<file path="src/rtl/mem_arbiter_if.sv">
`default_nettype none
// ============================================================================
// Module      : mem_arbiter_if
// Description : Requester A/B handshake bundle plus the single-port RAM
//               command/data port shared by mem_arbiter.
// Revision    : 1.0  initial release
// ============================================================================
interface mem_arbiter_if #(
    parameter int DW = 8,
    parameter int AW = 6
);
    // Requester A (matrix loader/writer)
    logic          reqA;
    logic          weA;
    logic [AW-1:0] addrA;
    logic [DW-1:0] wdataA;
    logic          lockA;
    logic          gntA;
    logic          rvalidA;
    logic [DW-1:0] rdataA;

    // Requester B (compute engine)
    logic          reqB;
    logic          weB;
    logic [AW-1:0] addrB;
    logic [DW-1:0] wdataB;
    logic          lockB;
    logic          gntB;
    logic          rvalidB;
    logic [DW-1:0] rdataB;

    // Block RAM port
    logic          ramEN;
    logic          writeEN;
    logic          readEN;
    logic [AW-1:0] memAddr;
    logic [DW-1:0] memDataIn;
    logic [DW-1:0] memDataOut;

    modport slave (
        input  reqA, weA, addrA, wdataA, lockA,
        input  reqB, weB, addrB, wdataB, lockB,
        input  memDataOut,
        output gntA, rvalidA, rdataA,
        output gntB, rvalidB, rdataB,
        output ramEN, writeEN, readEN, memAddr, memDataIn
    );

    modport master (
        output reqA, weA, addrA, wdataA, lockA,
        output reqB, weB, addrB, wdataB, lockB,
        output memDataOut,
        input  gntA, rvalidA, rdataA,
        input  gntB, rvalidB, rdataB,
        input  ramEN, writeEN, readEN, memAddr, memDataIn
    );
endinterface
`default_nettype wire

</file>
<file path="src/rtl/mem_arbiter.sv">
`default_nettype none
// ============================================================================
// Module      : mem_arbiter
// Description : Round-robin two-requester arbiter/sequencer for a single-port
//               block RAM with a one-cycle registered read. Define
//               BURST_LOCK_EN to enable bounded burst locking (MAX_BURST).
// Revision    : 1.0  initial release
// ============================================================================
module mem_arbiter #(
    parameter int DW        = 8,
    parameter int AW        = 6,
    parameter int MAX_BURST = 4
) (
    input  wire          clk,
    input  wire          rst_n,
    mem_arbiter_if.slave bus
);

    typedef enum logic {
        OWN_A = 1'b0,
        OWN_B = 1'b1
    } owner_t;

    owner_t        r_last;
    logic          w_prefer_a;
    logic          w_hold_last;
    logic          w_gnt_a;
    logic          w_gnt_b;
    logic          w_accept;
    owner_t        w_sel_own;
    logic          w_sel_we;
    logic [AW-1:0] w_sel_addr;
    logic [DW-1:0] w_sel_wdata;

    logic          r_en;
    logic          r_we;
    logic          r_re;
    logic [AW-1:0] r_addr;
    logic [DW-1:0] r_din;

    logic          r_tag1_rd;
    owner_t        r_tag1_own;
    logic          r_tag2_rd;
    owner_t        r_tag2_own;

`ifdef BURST_LOCK_EN
    localparam int                 c_CNT_W   = $clog2(MAX_BURST + 1);
    localparam logic [c_CNT_W-1:0] c_MAX_CNT = c_CNT_W'(MAX_BURST);

    logic [c_CNT_W-1:0] r_burst_cnt;
    logic               w_sel_lock;

    // r_burst_cnt counts consecutive locked grants to r_last; saturates at MAX
    assign w_sel_lock  = w_gnt_b ? bus.lockB : bus.lockA;
    assign w_hold_last = (r_burst_cnt != '0) && (r_burst_cnt < c_MAX_CNT);

    always_ff @(posedge clk or negedge rst_n) begin
        if (!rst_n) begin
            r_burst_cnt <= '0;
        end else if (!w_accept || !w_sel_lock) begin
            r_burst_cnt <= '0;
        end else if (w_sel_own != r_last) begin
            r_burst_cnt <= c_CNT_W'(1);
        end else if (r_burst_cnt != c_MAX_CNT) begin
            r_burst_cnt <= r_burst_cnt + 1'b1;
        end
    end
`else
    logic w_unused_lock;

    assign w_hold_last   = 1'b0;
    assign w_unused_lock = bus.lockA ^ bus.lockB ^ MAX_BURST[0];
`endif

    always_comb begin
        w_prefer_a = w_hold_last ? (r_last == OWN_A) : (r_last == OWN_B);
        w_gnt_a    = bus.reqA && (!bus.reqB || w_prefer_a);
        w_gnt_b    = bus.reqB && !w_gnt_a;
    end

    assign w_accept    = w_gnt_a | w_gnt_b;
    assign w_sel_own   = w_gnt_b ? OWN_B : OWN_A;
    assign w_sel_we    = w_gnt_b ? bus.weB    : bus.weA;
    assign w_sel_addr  = w_gnt_b ? bus.addrB  : bus.addrA;
    assign w_sel_wdata = w_gnt_b ? bus.wdataB : bus.wdataA;

    always_ff @(posedge clk or negedge rst_n) begin
        if (!rst_n) begin
            r_last     <= OWN_B;
            r_en       <= 1'b0;
            r_we       <= 1'b0;
            r_re       <= 1'b0;
            r_addr     <= '0;
            r_din      <= '0;
            r_tag1_rd  <= 1'b0;
            r_tag1_own <= OWN_A;
            r_tag2_rd  <= 1'b0;
            r_tag2_own <= OWN_A;
        end else begin
            if (w_accept) begin
                r_last     <= w_sel_own;
                r_en       <= 1'b1;
                r_we       <= w_sel_we;
                r_re       <= !w_sel_we;
                r_addr     <= w_sel_addr;
                r_din      <= w_sel_wdata;
                r_tag1_rd  <= !w_sel_we;
                r_tag1_own <= w_sel_own;
            end else begin
                r_en       <= 1'b0;
                r_we       <= 1'b0;
                r_re       <= 1'b0;
                r_addr     <= '0;
                r_din      <= '0;
                r_tag1_rd  <= 1'b0;
                r_tag1_own <= OWN_A;
            end
            // Tag advances in step with the RAM's output register
            r_tag2_rd  <= r_tag1_rd;
            r_tag2_own <= r_tag1_own;
        end
    end

    assign bus.gntA      = w_gnt_a;
    assign bus.gntB      = w_gnt_b;
    assign bus.ramEN     = r_en;
    assign bus.writeEN   = r_we;
    assign bus.readEN    = r_re;
    assign bus.memAddr   = r_addr;
    assign bus.memDataIn = r_din;
    assign bus.rvalidA   = r_tag2_rd && (r_tag2_own == OWN_A);
    assign bus.rvalidB   = r_tag2_rd && (r_tag2_own == OWN_B);
    assign bus.rdataA    = bus.memDataOut;
    assign bus.rdataB    = bus.memDataOut;

endmodule
`default_nettype wire

</file>
<file path="src/flat_wrapper.sv">
// flat-port wrapper written by rule: the top's interface ports become plain ports
module mem_arbiter_flat 
#(
    parameter int DW        = 8,
    parameter int AW        = 6,
    parameter int MAX_BURST = 4
)
  (clk, rst_n, bus_reqA, bus_weA, bus_addrA, bus_wdataA, bus_lockA, bus_reqB, bus_weB, bus_addrB, bus_wdataB, bus_lockB, bus_memDataOut, bus_gntA, bus_rvalidA, bus_rdataA, bus_gntB, bus_rvalidB, bus_rdataB, bus_ramEN, bus_writeEN, bus_readEN, bus_memAddr, bus_memDataIn);
  mem_arbiter_if #(.DW(DW), .AW(AW)) bus_i ();
  input  wire clk;
  input  wire rst_n;
  input wire logic [$bits(bus_i.reqA)-1:0] bus_reqA;
  input wire logic [$bits(bus_i.weA)-1:0] bus_weA;
  input wire logic [$bits(bus_i.addrA)-1:0] bus_addrA;
  input wire logic [$bits(bus_i.wdataA)-1:0] bus_wdataA;
  input wire logic [$bits(bus_i.lockA)-1:0] bus_lockA;
  input wire logic [$bits(bus_i.reqB)-1:0] bus_reqB;
  input wire logic [$bits(bus_i.weB)-1:0] bus_weB;
  input wire logic [$bits(bus_i.addrB)-1:0] bus_addrB;
  input wire logic [$bits(bus_i.wdataB)-1:0] bus_wdataB;
  input wire logic [$bits(bus_i.lockB)-1:0] bus_lockB;
  input wire logic [$bits(bus_i.memDataOut)-1:0] bus_memDataOut;
  output wire logic [$bits(bus_i.gntA)-1:0] bus_gntA;
  output wire logic [$bits(bus_i.rvalidA)-1:0] bus_rvalidA;
  output wire logic [$bits(bus_i.rdataA)-1:0] bus_rdataA;
  output wire logic [$bits(bus_i.gntB)-1:0] bus_gntB;
  output wire logic [$bits(bus_i.rvalidB)-1:0] bus_rvalidB;
  output wire logic [$bits(bus_i.rdataB)-1:0] bus_rdataB;
  output wire logic [$bits(bus_i.ramEN)-1:0] bus_ramEN;
  output wire logic [$bits(bus_i.writeEN)-1:0] bus_writeEN;
  output wire logic [$bits(bus_i.readEN)-1:0] bus_readEN;
  output wire logic [$bits(bus_i.memAddr)-1:0] bus_memAddr;
  output wire logic [$bits(bus_i.memDataIn)-1:0] bus_memDataIn;
  assign bus_i.reqA = bus_reqA;
  assign bus_i.weA = bus_weA;
  assign bus_i.addrA = bus_addrA;
  assign bus_i.wdataA = bus_wdataA;
  assign bus_i.lockA = bus_lockA;
  assign bus_i.reqB = bus_reqB;
  assign bus_i.weB = bus_weB;
  assign bus_i.addrB = bus_addrB;
  assign bus_i.wdataB = bus_wdataB;
  assign bus_i.lockB = bus_lockB;
  assign bus_i.memDataOut = bus_memDataOut;
  assign bus_gntA = bus_i.gntA;
  assign bus_rvalidA = bus_i.rvalidA;
  assign bus_rdataA = bus_i.rdataA;
  assign bus_gntB = bus_i.gntB;
  assign bus_rvalidB = bus_i.rvalidB;
  assign bus_rdataB = bus_i.rdataB;
  assign bus_ramEN = bus_i.ramEN;
  assign bus_writeEN = bus_i.writeEN;
  assign bus_readEN = bus_i.readEN;
  assign bus_memAddr = bus_i.memAddr;
  assign bus_memDataIn = bus_i.memDataIn;
  mem_arbiter #(.DW(DW), .AW(AW), .MAX_BURST(MAX_BURST)) u_core (.clk(clk), .rst_n(rst_n), .bus(bus_i));
endmodule
</file>
<file path="config.mk">
export PLATFORM = sky130hd
export DESIGN_NAME = mem_arbiter_flat
export DESIGN_NICKNAME = d
export VERILOG_FILES = /design/src/rtl/mem_arbiter_if.sv /design/src/rtl/mem_arbiter.sv /design/src/flat_wrapper.sv
export SDC_FILE = /design/constraint.sdc
export NUM_CORES = 1
export LEC_CHECK = 0
export CORE_MARGIN = 8
export CORE_UTILIZATION = 31
export CTS_CLUSTER_SIZE = 28
export DETAILED_ROUTE_END_ITERATION = 6
export GPL_ROUTABILITY_DRIVEN = 0
export PLACE_DENSITY = 0.89
export SLEW_MARGIN = 20
export SYNTH_ARGS = -nofsm -noshare
export SYNTH_HDL_FRONTEND = slang
export SYNTH_SLANG_ARGS = --single-unit
export TNS_END_PERCENT = 5
</file>
<file path="constraint.sdc">
create_clock -name clk -period 1.4 [get_ports clk]
set_input_delay 0.28 -clock clk [delete_from_list [all_inputs] [get_ports clk]]
set_output_delay 0.28 -clock clk [all_outputs]
set_load 0.01 [all_outputs]
</file>
==> After elaboration in Yosys (flattened, before gate mapping) <==
Index checks and enable logic that the tools add are counted.
{ "word_totals": {"input_bits": 44, "register_bits": 21} }
{ "classes": {"reduce_logical": 8, "n_bitwise": 2, "n_mux": 10} }
{ "ops": {"columns": ["op", "count"], "rows": [
  ["$mux 8", 2],
  ["$mux 6", 2],
  ["$mux 1", 6],
  ["$logic_and 1x1->1", 4],
  ["$logic_not 1->1", 3],
  ["$logic_or 1x1->1", 1],
  ["$not 1->1", 1],
  ["$or 1x1->1", 1]
]} }

==> Longest topological paths before layout <==
{ "logic_depth": {"depth_word": 8, "mapped_depth": 4, "ltp_nobuf": 2} }

==> Worst setup path before layout <==
No wires, ideal clock.
{ "synth_timing": {"kind": "reg-to-output", "start": "register u_core.r_last", "end": "output port bus_gntA", "required_time_ns": 1.120, "setup_slack_ns": 0.060, "n_path_buf": 2, "arrival_time_ns": 1.060, "path_stages_with_launch": 5, "path_cell_list": "dfstp_2 -> nand2b_1 -> buf_6 -> buf_8 -> and2_2"} }
{ "synth_between": {"elab_chain_cells": 2} }
{ "synth_rtl": {"columns": ["item", "line_no", "source"], "rows": [
  ["start: declaration", "mem_arbiter.sv:24", "owner_t r_last;"],
  ["start signal: assignment", "mem_arbiter.sv:101", "r_last <= w_sel_own;"],
  ["$logic_or 1x1->1", "mem_arbiter.sv:77", "w_gnt_a = bus.reqA && (!bus.reqB || w_prefer_a);"],
  ["$logic_and 1x1->1", "mem_arbiter.sv:77", null],
  ["end: declaration", "flat_wrapper.sv:23", "output wire logic [$bits(bus_i.gntA)-1:0] bus_gntA;"]
]} }
Every way passes these cells.

==> Worst setup path after layout <==
Same ends and word-level chain as after synthesis.

==> flow_summary.json <==
{
  "status": "finished, violations left",
  "violations": "negative setup slack",
  "port_buffers": 54,
  "fin_crit_sh_pct": 106,
  "ir_worst_vdd_uv": 423,
  "core_um2": 2950,
  "post-place-ws_ns": -0.497,
  "synth_area_leaders": "dfrtp_1, a32o_1, buf_4, dfstp_2, a21boi_4",
  "async_flop_share_pct": 100,
  "fin_nets": 157,
  "end_kind": "output port",
  "cpMaxStageDelayCell": "dfstp_2",
  "synth_xor_area_share_pct": 0,
  "synth.mux.area_fraction_pct": 0,
  "netlist_instances": 69,
  "dieArea_um2": 4980,
  "setup_viol": 2,
  "critPathMaxStageDelay_ns": 0.55,
  "worst_slack_ns": -0.0804,
  "yosysTopAreaCell": "dfrtp_1",
  "max_freq_mhz": 675,
  "dp_cells": 141,
  "hold_viol": 0,
  "ioPinCount": 81,
  "rsz0062_at_grt": "yes",
  "dpl_cell_area_um2": 1390,
  "yosys.area_share.simple_pct": 3.93,
  "cts_tree": "yes",
  "drive_above_1_share_pct": 16.1,
  "drcViolationCount": 0,
  "synth_nets": 113,
  "vias": 710,
  "routedWlPerCell_um": 19.1,
  "grt_max_degree": 22,
  "synthFlopType": "dfrtp_1",
  "synth-warning-count": 0,
  "n_fill_cell": 277,
  "fin_crit_ns": 1.48,
  "synth_edf_count": 0,
  "rows": 20,
  "required_ns": 1.12,
  "clock_path_buffers": 2,
  "path_class": "reg -> out",
  "synth_top_area_share_pct": 54.2,
  "max_slew.worst_pin.slew_ns": 0.259,
  "p_per_area_nw_per_um2": 950,
  "ys_seq_area_share_pct": 57.0,
  "relSlewSlack_pct": 82.7,
  "ant_nets": 0,
  "drtIter0Drc": 13,
  "die_y_um": 70.6,
  "grt_usage_pct": 11.4,
  "stdcell_area_um2": 1390,
  "skew_ns": 0.00698,
  "cts_root_buffer": "clkbuf_4",
  "critPathArrivalTime_ns": 1.20,
  "grt_overflow_total": 0,
  "synth_compound_area_share_pct": 20.7,
  "syn_avg_cell_area_um2": 13.4,
  "synth.distinct_cells": 17,
  "first_pass_iters": 2,
  "hold_class": "in -> async",
  "synthAdderAreaFrac_pct": 0,
  "cts_setup_buffers": 0,
  "cts_inserted_buffers": 3,
  "antenna_cells": 0,
  "antenna_found_initial": 0,
  "grt_pass1_vias": 890,
  "path_delay_family": "flip-flops",
  "holdBufCountCts": 0,
  "path_buf_inv": 1,
  "syn-cell-area_um2": 923,
  "crit_chain": "nand2b_4, and2_4, buf_6",
  "synthToLayoutAreaGrowth_pct": 50.9,
  "cts_resized": 32,
  "vias_per_cell": 4.90,
  "p_total_mw": 1.32,
  "grt_pass1_wl_mm": 4.44,
  "slew_violations": 0,
  "die-width_um": 70.6,
  "synth_top_family_by_area": "compound AO/OA/AOI/OAI gates",
  "p_leak_nw": 0.637,
  "cap_violations": 0,
  "synth-seq-cells": 21,
  "clk-insertion-delay-late_ns": 0.30,
  "initial_utilization_pct": 31.3,
  "crit_fanout": 2,
  "start_kind": "flop",
  "wl_mm": 2.77,
  "hpwlAfterDp_mm": 2.16,
  "cts_htree_levels": 1,
  "finalNonFillerCells": 145,
  "clock_sinks": 21,
  "path_clk_slew_ns": 0.11
}
## where the power goes
part | switching [mW] | internal [mW]
Sequential | 0.0168 | 0.668
Combinational | 0.150 | 0.207
Clock | 0.171 | 0.111
Total | 0.338 | 0.986
## routing by layer
layer | vias to the layer above | routed length (µm) | GRT usage [%]
li1 | 324 | - | -
met1 | 342 | 968 | 11.0
met2 | 38 | 1520 | 21.2
met3 | 6 | 251 | 4.38
met4 | 0 | 31 | 4.62
met5 | - | 0 | 0
## cell type report
| type | instances | area (µm²) | share of cell area (%) |
|---|---|---|---|
| Multi-Input combinational cell | 25 | 236 | 17.0 |
| Inverter | 2 | 7.51 | 0.539 |
| Sequential cell | 21 | 527 | 37.8 |
| Timing Repair Buffer | 60 | 556 | 39.9 |
| Clock buffer | 4 | 26.3 | 1.89 |
| Tap cell | 33 | 41.3 | 2.96 |
## worst paths after layout
path	start	to	slack (ns)	cells past startpoint
worst max-delay path	u_core.r_last	bus_gntA	-0.08	3
worst min-delay path	rst_n	u_core.bus.readEN	0.32	2
worst max register to register	u_core.r_last	u_core.bus.memDataIn[6]	0.13	4
worst min register to register	u_core.r_tag1_own	u_core.r_tag2_own	0.36	0
max in group asynchronous	rst_n	u_core.r_last	0.81	2
min in group clk	u_core.r_tag1_own	u_core.r_tag2_own	0.36	0
## flip-flops by register name, summed over array words and instances (netlist names)
name and count:
u_core.bus.readEN 1, u_core.r_tag1_own 1, u_core.r_last 1, u_core.bus.ramEN 1
u_core.bus.memDataIn 8, u_core.bus.memAddr 6, u_core.r_tag2_own 1, u_core.r_tag2_rd 1
u_core.bus.writeEN 1
## synthesized netlist by cell type, types with 2 or more instances
cell	count
clkbuf_1	2
buf_4	17
dfrtp_1	20
inv_1	2
a32o_1	16
## logic make-up (layout without fill, tap and decap cells)
family / Yosys count / in the layout
AO/OA/AOI/OAI: 19 / 19
buffers and inverters: 23 / 66
flip-flops: 21 / 21
AND/OR/NAND/NOR: 6 / 6
## placed cells by master, fill, tap and decap left out, drive strengths merged
cell and n:
clkdlybuf4s50 32, dfrtp 20, dlygate4sd2 18, a32o 16, buf 8, clkbuf 6
inv 2, and2 2, a21boi 2, nand2b 1, or2 1, nor2b 1
nor2 1, a21oi 1, dfstp 1
## worst register-to-register path, stage by stage (launching register included)
cell and delay, ns:
dfstp_2 0.55, buf_4 0.13, a21boi_4 0.05, buf_4 0.20, a32o_1 0.23
## through the flow
stage	hold slack (ns)	util (%)	TNS [ns]
finish	0.325	47.2	-0.118
global route	0.330	47.2	-0.226
CTS	0.323	47.2	-0.141
detailed placement	0.345	47.0	-2.80
global placement	0.335	47.0	-1.89
floorplan	-0.0156	-	0
No activity file was read; power rests on OpenSTA's default activity.
==> edit, RTL diff (same settings) <==
`AW` is set to 6 in 3 places; all go to 7.
--- a/src/rtl/mem_arbiter_if.sv
+++ b/src/rtl/mem_arbiter_if.sv
@@ -7,7 +7,7 @@
 // ============================================================================
 interface mem_arbiter_if #(
     parameter int DW = 8,
-    parameter int AW = 6
+    parameter int AW = 7
 );
     // Requester A (matrix loader/writer)
     logic          reqA;
--- a/src/rtl/mem_arbiter.sv
+++ b/src/rtl/mem_arbiter.sv
@@ -8,7 +8,7 @@
 // ============================================================================
 module mem_arbiter #(
     parameter int DW        = 8,
-    parameter int AW        = 6,
+    parameter int AW        = 7,
     parameter int MAX_BURST = 4
 ) (
     input  wire          clk,
--- a/src/flat_wrapper.sv
+++ b/src/flat_wrapper.sv
@@ -2,7 +2,7 @@
 module mem_arbiter_flat 
 #(
     parameter int DW        = 8,
-    parameter int AW        = 6,
+    parameter int AW        = 7,
     parameter int MAX_BURST = 4
 )
   (clk, rst_n, bus_reqA, bus_weA, bus_addrA, bus_wdataA, bus_lockA, bus_reqB, bus_weB, bus_addrB, bus_wdataB, bus_lockB, bus_memDataOut, bus_gntA, bus_rvalidA, bus_rdataA, bus_gntB, bus_rvalidB, bus_rdataB, bus_ramEN, bus_writeEN, bus_readEN, bus_memAddr, bus_memDataIn);
Interface: changed (resized bus_addrA, bus_addrB and bus_memAddr); port bits go from 81 to 84. The function was not compared with the original's and may differ.
==> edit against the unedited design <==
The run still ends with negative setup slack left; non-clock buffer count rose by 5; design area increased by 7.6%; power grew 10%; synthesized cell count rose by 2.9%; sequential cell count is 1 higher; wire length increased by 2.9%; worst setup slack got worse by 0.011 ns; area after synthesis increased by 3.8%; critical path type unchanged; critical endpoint unchanged; largest power group unchanged.
==> edit: results (changes against the unedited design) <==
----------------------------------------------------
[Outcome]
  Result of the run ... finished with violations
  Failing checks ... negative setup slack

[GRT]
  Vias in the first global route ... 923 (+3.7%)
  Maximum number of pins on one net before global-route repair ... 23 (+4.5%)
  Global-route wire length before repair ... 4430 um (-0.32%)
  Aggregate global-route resource usage ... 0.112 (-0.00235)
  Grt met3 use ... 0.0432 (-0.000550)

[Timing]
  Crit path setup slack, layout ... -0.0913 ns (-0.0109 ns)
  Setup-failing EPs final ... 2 (unchanged)
  Final setup skew ... 0.00371 ns (-0.00327 ns)
  Accumulated negative setup slack ... -0.134 ns (-0.0160 ns)
  Max-slew headroom ... 0.851 (+0.0231)

[Pwr]
  Internal power summed over all cells ... 1.09 mW (+10%)
  Leak ... 0.686 nW (+7.6%)
  Fraction of power spent switching nets ... 0.254 (-0.000865)
  Combinational share of power ... 0.265 (-0.005)

[Synth]
  Synth area leaders ... sky130_fd_sc_hd__dfrtp_1 (55%), sky130_fd_sc_hd__a32o_1 (18%), sky130_fd_sc_hd__buf_4 (13%), sky130_fd_sc_hd__dfstp_2 (2.7%), sky130_fd_sc_hd__a21boi_4 (2.0%)
  Compound-gate portion of the synthesized area ... 0.210 (+0.00287)
  Synthesized instance count ... 71 (+2.9%)
  Number of nets produced by synthesis ... 117 (+3.5%)
  Fraction of the yosys area taken by sequential cells ... 0.576 (+0.00526)

[Placed design]
  Post-Place Setup Slack ... -0.523 ns (-0.0266 ns)
  Total instance count after detailed placement ... 147 (+4.3%)
  Buffers added on ports ... 57 (+5.6%)
  Estimated wirelength of the detail-placed design ... 2160 um (-0.16%)
  Dpl cell area ... 1470 um^2 (+6.1%)

[Finish]
  P&R area growth vs syn ... 56.5%
  Proportion of layout cells with a drive suffix above 1 ... 0.168 (+0.00735)
  Number of sequential cells ... 22 (+4.8%)
  Filler Cells Inserted ... 256 (-7.6%)
  Fraction of standard cell area in multi-input logic ... 0.164 (-0.00536)
  Seq/total area ... 0.368 (-0.0101)
  Multi-input comb cells ... 26 (+4.0%)
  Total number of nets in the final design ... 166 (+5.7%)

[Floorplan]
  Die Width ... 71.6 um (+1.5%)

[Drt]
  Drt total wl ... 2850 um (+2.9%)
  Drt first-iter violations ... 11 (-2)
  Routed met3 length ... 301 um (+20%)
  Detailed-route wire length on metal 1 ... 1020 um (+5.4%)
  Pre-antenna DRT Iters ... 4 (+2)
  Met2 wire length ... 1450 um (-4.2%)
  Detailed-route via count ... 790 (+11%)
  Wire length per cell after detailed routing ... 18.7 um (-1.8%)

----------------------------------------------------
edit: cell types whose count changed in the layout (fill, tap and decap cells not counted), sizes merged:
cell,delta
buf,+2
clkdlybuf4s50,+2
a32o,+1
clkbuf,-1
clkdlybuf4s15,+1
dfrtp,+1
dlygate4sd2,+1
edit: worst paths after layout:
path | cells after the start | slack, ns | endpoint | startpoint
min in group clk | 0 | 0.37 | u_core.r_tag2_own | u_core.r_tag1_own
worst min-delay path | 2 | 0.30 | u_core.r_tag2_own | rst_n
max in group asynchronous | 2 | 0.88 | u_core.r_last | rst_n
worst max register to register | 4 | 0.13 | u_core.bus.memAddr[1] | u_core.r_last
worst min register to register | 0 | 0.37 | u_core.r_tag2_own | u_core.r_tag1_own
worst max-delay path | 3 | -0.09 | bus_gntA | u_core.r_last
edit: timing repair:
item                                    CTS  global route
setup buffers                             0             1
endpoints found under the hold margin     0             0
hold buffers                              0             0
endpoints found under the setup margin   22             3
gates resized for setup                  34             2
gates cloned                              0             0
